[config.mk]
export PLATFORM = sky130hd
export DESIGN_NAME = instr_fetch_seq
export DESIGN_NICKNAME = d
export VERILOG_FILES = /design/src/rtl/instr_fetch_seq.sv
export SDC_FILE = /design/constraint.sdc
export NUM_CORES = 1
export LEC_CHECK = 0
export CAP_MARGIN = 20
export CORE_ASPECT_RATIO = 1.1
export CORE_UTILIZATION = 55
export DETAILED_ROUTE_END_ITERATION = 16
export PLACE_DENSITY = 0.91
export SYNTH_ARGS = -nofsm -noshare
export SYNTH_HDL_FRONTEND = slang
export SYNTH_SLANG_ARGS = --single-unit
[constraint.sdc]
create_clock -name clk -period 3.37 [get_ports clk]
set_clock_uncertainty 0.2 [all_clocks]
set_input_delay 0.337 -clock clk [delete_from_list [all_inputs] [get_ports clk]]
set_output_delay 0.337 -clock clk [all_outputs]
set_load 0.05 [all_outputs]
[src/rtl/instr_fetch_seq.sv]
// instr_fetch_seq: nibble-serial instruction fetch sequencer feeding the IR
module instr_fetch_seq #(
  parameter int ADDR_W = 13,
  parameter logic [ADDR_W-1:0] RESET_PC = '0
) (
  input  logic              clk,
  input  logic              reset,
  input  logic              fetch_req,
  input  logic              pc_load,
  input  logic [ADDR_W-1:0] pc_next,
  input  logic              mem_ready,
  output logic              mem_rd,
  output logic [ADDR_W+1:0] mem_addr,
  output logic [3:0]        ir_en,
  output logic              busy,
  output logic              fetch_done,
  output logic [ADDR_W-1:0] pc
);
  typedef enum logic [1:0] {S_IDLE, S_ISSUE, S_DRAIN, S_DONE} state_t;
  state_t            r_state, w_state_nxt;
  logic [ADDR_W-1:0] r_pc, r_fa, w_start;
  logic [ADDR_W+1:0] r_addr;
  logic [1:0]        r_nib;
  logic [3:0]        r_ir_en;
  logic              w_accept, w_start_fetch;
  // next state, read strobe and status decode
  always_comb begin
    w_start       = pc_load ? pc_next : r_pc;
    w_start_fetch = r_state == S_IDLE && fetch_req;
    w_accept      = r_state == S_ISSUE && mem_ready;
    w_state_nxt   = w_start_fetch                 ? S_ISSUE :
                    (w_accept && r_nib == 2'd3)   ? S_DRAIN :
                    r_state == S_DRAIN            ? S_DONE  :
                    r_state == S_DONE             ? S_IDLE  : r_state;
    mem_rd        = r_state == S_ISSUE;
    busy          = r_state != S_IDLE;
    fetch_done    = r_state == S_DONE;
  end
  // state register
  always_ff @(posedge clk) begin
    if (reset) r_state <= S_IDLE;
    else       r_state <= w_state_nxt;
  end
  // PC, fetch address, nibble counter, address and IR-enable pipeline
  always_ff @(posedge clk) begin
    if (reset) begin
      r_pc    <= RESET_PC;
      r_fa    <= '0;
      r_nib   <= '0;
      r_addr  <= '0;
      r_ir_en <= '0;
    end else begin
      r_ir_en <= w_accept ? 4'b1000 >> r_nib : 4'b0000;
      if (w_start_fetch) begin
        r_fa   <= w_start;
        r_nib  <= '0;
        r_addr <= {w_start, 2'b00};
      end
      if (w_accept) begin
        r_nib <= r_nib + 2'd1;
        if (r_nib != 2'd3) r_addr <= {r_fa, r_nib + 2'd1};
      end
      if (r_state == S_IDLE && pc_load) r_pc <= pc_next;
      if (r_state == S_DONE) r_pc <= pc_load ? pc_next : r_fa + ADDR_W'(1);
    end
  end
  assign mem_addr = r_addr;
  assign ir_en    = r_ir_en;
  assign pc       = r_pc;
endmodule
Yosys cells after proc, flatten, opt, wreduce, memory -nomap -nowiden
Cells that the tools add are included.
{"block": "totals", "output_inout_bits": 35, "in_bits": 18, "register_bits": 49}
{"block": "classes", "n_bitwise": 1, "n_eq_ne": 5, "n_reduce_logical": 12, "n_mux": 13, "shift": 1, "add_sub_neg": 2}
{"operator": "$mux 13", "count": 4}
{"operator": "$mux 15", "count": 3}
{"operator": "$add 13x1->13 const B", "count": 1}
{"operator": "$mux 2", "count": 5}
{"operator": "$eq 2x2->1 const B", "count": 3}
{"operator": "$reduce_bool 2->1", "count": 3}
{"operator": "$logic_and 1x1->1", "count": 4}
{"operator": "$reduce_bool 4->1", "count": 1}
{"operator": "$reduce_or 2->1", "count": 2}
{"operator": "$shr 4x2->4 const A", "count": 1}
{"operator": "$reduce_bool 3->1", "count": 1}
{"operator": "$add 2x1->2 const B", "count": 1}
{"operator": "$eq 2x1->1 const B", "count": 1}
{"operator": "$logic_not 2->1", "count": 1}
{"operator": "$ne 2x2->1 const B", "count": 1}
{"operator": "$mux 1", "count": 1}
{"operator": "$not 1->1", "count": 1}

Depth between registers and ports, before layout
{"block": "logic_depth", "depth_word": 5, "ltp_mapped": 6}

Least setup slack after synthesis
OpenSTA, ideal clock, no wires.
{"block": "synth_path", "kind": "register -> output", "start": "reg r_state[0]", "end": "out mem_rd", "path_buffers": 1, "setup_slack_ps": 1502, "path_stages_with_launch": 3, "arrival_ps": 1331, "path_cell_list": "dfxtp_1 > buf_4 > nor2b_1"}
{"block": "synth_via", "elab_chain_cells": 1}
{"element": "start: declaration", "line": "20", "text": "state_t r_state, w_state_nxt;"}
{"element": "start signal: assignment", "line": "42", "text": "else r_state <= w_state_nxt;"}
{"element": "$eq 2x1->1", "line": "35", "text": "mem_rd = r_state == S_ISSUE;"}
{"element": "end: declaration", "line": "12", "text": "output logic mem_rd,"}
No other way between the ends.

Final worst setup path
{"block": "layout_path", "start": "reg r_state[1]", "end": "out fetch_done"}
{"block": "layout_via", "elab_chain_cells": 1}
{"element": "$eq 2x2->1", "line": "37", "text": "fetch_done = r_state == S_DONE;"}
{"element": "end: declaration", "line": "16", "text": "output logic fetch_done,"}
No other way between the ends.

==> metrics.cfg <==
[layout]
multi_input_area_um2=1358
seq_area_um2=980.9
diodes=0
num-fill-cells=344
final_nets=362
areaGrowthSynthToFinish_pct=23.08
drive_gt1_share_pct=7.289

[synthesis]
ys_seq_area_share_pct=39.00
synth_area_per_cell_um2=8.411
synthTopCellsByArea=dfxtp_1, nor2_1, a21oi_1
synth.ff_latch_count=49
yosysTopAreaCellShare_pct=39.00
synth_top_flop_cell=dfxtp_1
ys_warn_count=0
async_flop_share_pct=0
yosysTopAreaCell=dfxtp_1
synth_cell_types=54
yosysMostFrequentCell=dfxtp_1
ys_top_cells_by_count=dfxtp_1, nor2_1, nand2_1
syn_inst=299
synth_edf_count=0
synth_area_um2=2515
syn_nets=319

[worst_hold_path]
hold_class=flop to flop

[route]
drtIter0Drc=183
vias=2327
firstDrtPassIters=4
via_per_inst=5.861
totalWireLength_mm=5.822
wl_per_cell_um=14.66
remaining_drc_errors=0
ant_nets=0

[sta]
worst_pin_slew_ns=0.9104
timing.final.crit_share_pct=77.29
timing.slew.headroom_pct=39.24
period_minus_slack_ns=2.605
rsz0062_at_grt=no
fmax_mhz=383.9
setup_viol=0
tns_ns=0
maxSlewViolCount=0
finalWorstSetupSlack_ns=0.7654
hold_violations=0

[setup_path]
slowest_stage=clkdlybuf4s50_1
reg2reg_to=mem_addr[12]
path_depth=2
reg2reg_depth=4
r2r_start=r_state[1]
cp-startpoint=r_state[1]
cp-endpoint=fetch_done
cp_num_buf_inv=1
crit_required_ns=2.83
cp_top_family=buffers and inverters
worstPathMaxFanout=16
cp.arrival_ns=2.07
path_cells=and2_2, clkdlybuf4s50_1
startpoint_type=flop
criticalPathCategory=flop to output port
setup.worst_path.end_class=output port
critPathMaxStageDelay_ns=0.81
ff2ff_setup_slack_ns=1.26

[cts]
post-cts-setup-buffers=0
cts_sinks=49
worst_skew_pair.late_latency_ns=0.30
root_buffer=clkbuf_8
cts_max_path_buffers=2
holdBufCountCts=0
cts_resized=0
clk_pin_slew_ns=0.09
tritoncts=yes
h-tree-depth=2
numCtsBuffers=5

[floorplan]
die_w_um=66.48
die_area_um2=4847
num_rows=25
io_pins=53
core_area_um2=4348
start_util_pct=57.84
die_y_um=72.92

[run_status]
outcome=finished, final reports clean

[grt]
grt_max_degree=54
grt_util_all_layers_pct=25.78
grt_pass1_wl_mm=9.708
grt_pass1_vias=2113
grt_overflow_total=0
antenna_found_initial=0

[place]
dp_slack_ns=0.7777
hpwl_mm=3.985
portBuffers=52
place_congestion=0.8782

[power]
power_density_nw_per_um2=443.9
leakage_nw=1.133
vdd_drop_max_mv=0.2667

[flow_run]
drv_cap=0

==> metal layers <==
layer  wire (µm)  track usage (%)  vias up
met3         391            4.531        8
met5           0                0        -
met1        2481            34.63     1086
met2        2886            41.95       86
met4          63            8.038        0
li1            -                -     1147
==> layout by cell type, fill, tap and decap left out, types with 2 or more instances in the layout <==
master            n
mux2i_1           6
nor3_1           13
a21oi_2           2
inv_1             5
ha_1              2
nand2_1          28
buf_4             6
or3_1            11
nand4_1           3
nor3b_1           3
a211oi_1          7
xor2_1            2
nor4_1            4
nor2b_1          11
xnor2_1           2
a21oi_1          22
o21a_1           10
nor2_1           42
nand3b_1          6
clkbuf_8          7
o41ai_1           6
o21ai_0           2
o211ai_1          4
clkdlybuf4s50_1  52
o31a_1            3
dfxtp_1          49
nand3_1           6
a311o_1           2
a211o_1           4
==> power breakdown <==
group	internal [mW]	switching [mW]
clock network	0.186	0.187
logic	0.133	0.203
registers	0.620	0.0458
total	0.939	0.435
==> worst min-delay path by stage <==
stage / cells after the start / endpoint / startpoint
finish: 2 / mem_addr[1] / mem_addr[1]
global route: 2 / pc[5] / pc[5]
CTS: 2 / mem_addr[1] / mem_addr[1]
detailed placement: 2 / mem_addr[1] / mem_addr[1]
global placement: 2 / pc[5] / pc[5]
floorplan: 1 / ir_en[2] / r_nib[1]
==> layout make-up <==
class | count | area share [%]
multi-input combinational | 222 | 43.86
clock inverter | 1 | 0.1617
timing repair buffer | 58 | 18.27
inverter | 6 | 0.7276
sequential | 49 | 31.69
clock buffer | 7 | 3.112
tap | 54 | 2.183
==> registers in the layout, indices dropped and copies added (netlist names) <==
signal and count:
ir_en 4, mem_addr 15, r_nib 2, r_fa 13, pc 13, r_state 2
==> cells by family after synthesis <==
family	Yosys count	synth area share, %
buf+inv	28	7.263
fa+ha+maj	2	0.9949
mux	7	2.836
flops	49	39.00
simple gates	142	29.90
compound gates	67	18.61
xor+xnor	4	1.393
==> stage by stage <==
stage	area, µm²	util, %	hold slack, ns	total power [mW]	instances
after global routing	3095	71.19	0.2912	1.437	397
after floorplan	2515	-	0.2437	0.9090	299
after global placement	2994	68.86	0.2581	1.003	389
after CTS	3095	71.19	0.2706	1.379	397
after detailed placement	2994	68.86	0.2581	1.012	389
final	3095	71.19	0.2716	1.374	397
==> tightest hold or removal path, cell delays in order (launching register included) <==
cell,delay [ns]
dfxtp_1,0.32
nand3_1,0.06
a21oi_1,0.06
Power figures use the tool's default switching activity.
==> variant: new RTL, config.mk and constraints unchanged <==
Make the reset (`reset`) asynchronous in 2 clocked blocks.
--- a/src/rtl/instr_fetch_seq.sv
+++ b/src/rtl/instr_fetch_seq.sv
@@ -39,3 +39,3 @@
   // state register
-  always_ff @(posedge clk) begin
+  always_ff @(posedge clk or posedge reset) begin
     if (reset) r_state <= S_IDLE;
@@ -44,3 +44,3 @@
   // PC, fetch address, nibble counter, address and IR-enable pipeline
-  always_ff @(posedge clk) begin
+  always_ff @(posedge clk or posedge reset) begin
     if (reset) begin
Formal check against the unedited RTL: differs if reset is asserted again (counterexample within 4 cycles, from zero or initial values and one cycle with reset high); with reset held inactive, the same outputs for 10 cycles.
==> variant against the unedited design <==
- critical path depth increased by 1
- routed wire length increased by 4.6%
- cell area increased by 5.2%
- register-to-register slack got worse by 30 ps
- sequential cell count unchanged
- core utilization increased by 2.6 points
- setup slack improved by 170 ps
- largest cell class unchanged
- area after synthesis increased by 3.4%
- final cell count decreased by 8.1%
Power is not compared: it rests on default switching activity, and its combinational part moved more than twofold at a synthesized area within 25%.
==> variant: results (changes against the unedited design) <==
| Metric | Value |
|---|---|
| Vias after detailed routing | 2190 (was 2327) |
| Clock Power | roughly 0.00037 W |
| Worst slew pin tran | 810 ps (was 910 ps) |
| Root Driver | clkbuf_8 (unchanged) |
| Post-synthesis mux area share | 5.39% (was 2.84%) |
| Post-CTS setup buffers | 0 (unchanged) |
| Status | completed (unchanged) |
| PostCTS Resize Cnt | 0 (unchanged) |
| Drt via density | 6.00 (was 5.86) |
| Max reg flops | 15 (unchanged) |
| Clock buffer count from CTS | 5 (unchanged) |
| Xor and xnor fraction of the mapped netlist area | 3.03% (was 1.39%) |
| Reg2Reg Depth | 5 (was 4) |
| DPL Wire Length | 4.21 mm (was 3.98 mm) |
| Synth cell count leaders | dfrtp_1 (49), nand2_1 (35), o21ai_0 (27) (was dfxtp_1 (49), nor2_1 (42), nand2_1 (28)) |
| Worst Hold Class | in2async (was reg2reg) |
| Crit-path slowest cell | clkdlybuf4s50_1 (unchanged) |
| Sequential power | 0.00115 W |
| GP Congestion | 0.821 (was 0.878) |
| Synthesized instance count | 263 (was 299) |
| Diode count | 0 (unchanged) |
| Sw Ratio | 49.6% |
| Initial DRT Pass Iterations | 5 (was 4) |
| Fill cell count | 287 (was 344) |
| First-pass GRT wire length | 9.85 mm (was 9.71 mm) |
| Synth cell types | 37 (was 54) |
| Sequential share of the synthesized area | 47.2% (was 39.0%) |
| Inst Count DP | 356 (was 389) |
| CP Max Fanout | 7 (was 16) |
| Nets | 333 (was 362) |
| Share of cells above drive strength 1 | 8.04% (was 7.29%) |
| CP arrival | 1890 ps (was 2070 ps) |
| Largest net degree at the start of global routing | 50 (was 54) |
| H-tree depth | 2 (unchanged) |
| Ranking of synthesized cells by area | dfrtp_1 (47%), mux2i_1 (5.4%), o21ai_0 (5.2%) (was dfxtp_1 (39%), nor2_1 (6.3%), a21oi_1 (4.4%)) |
| Adder-cell share of the synthesized area | 2.41% (was 0.995%) |
| Syn nets | 286 (was 319) |
| Compound-Gate Fraction of Synth Area | 22.2% (was 18.6%) |
| WL final | 6.09 mm (was 5.82 mm) |
| VDD IR max | 662 uV |
| Vias in the first global route | 2060 (was 2113) |
| Async SR Flop Fraction | 100% (was 0%) |
| GRT Util Overall | 26.3% (was 25.8%) |
| Iteration-0 DRC Markers | 216 (was 183) |
## variant: changes by cell type after synthesis, moves of 7 or more
| cell | delta |
|---|---|
| nor2_1 | -33 |
| xor2_1 | +7 |
| o22ai_1 | +10 |
| nand2_1 | +7 |
| o21ai_1 | +7 |
| o21ai_0 | +25 |
| dfrtp_1 | +49 |
| a21oi_1 | -21 |
| mux2i_1 | +8 |
| nor3_1 | -8 |
| dfxtp_1 | -49 |
| or3_1 | -11 |
## variant: path summary, 6_finish.rpt
kind / startpoint / end / slack [ps]
hold / removal: reset / mem_addr[1] / 40
min in group clk: mem_addr[0] / mem_addr[0] / 330
max in group asynchronous: reset / r_fa[2] / 2480
hold reg to reg: mem_addr[0] / mem_addr[0] / 330
setup / recovery: r_state[0] / mem_rd / 940
setup reg to reg: r_state[1] / pc[8] / 1230
## variant: per-layer routing
metal	up-vias	GRT usage (%)	routed length, um
met3	11	5.21	382
met4	0	9.93	94
li1	1043	-	-
met5	-	0	0
met1	1044	39.5	2830
met2	92	37.3	2780
## variant: per-stage QoR
stage / power, W / worst slack, ps / utilization (%) / area [um^2] / hold WS, ps
3_3_place_gp: 0.00322 / 1160 / 71.1 / 3130 / 317
6_report: 0.00368 / 940 / 73.8 / 3260 / 41.1
2_1_floorplan: 0.00264 / 1420 / - / 2600 / 263
3_5_place_dp: 0.00329 / 1070 / 71.1 / 3130 / 323
5_1_grt: 0.00389 / 877 / 73.8 / 3260 / 57.9
4_1_cts: 0.00368 / 935 / 73.4 / 3240 / 335
## variant: layout make-up
type	count	area (um^2)	share of cell area (%)
Clock inverter	1	5.00	0.154
Timing Repair Buffer	58	578	17.8
Multi-Input combinational cell	191	1260	38.8
Clock buffer	7	96.3	2.96
Tap cell	54	67.6	2.08
Sequential cell	49	1230	37.7
Inverter	5	18.8	0.576
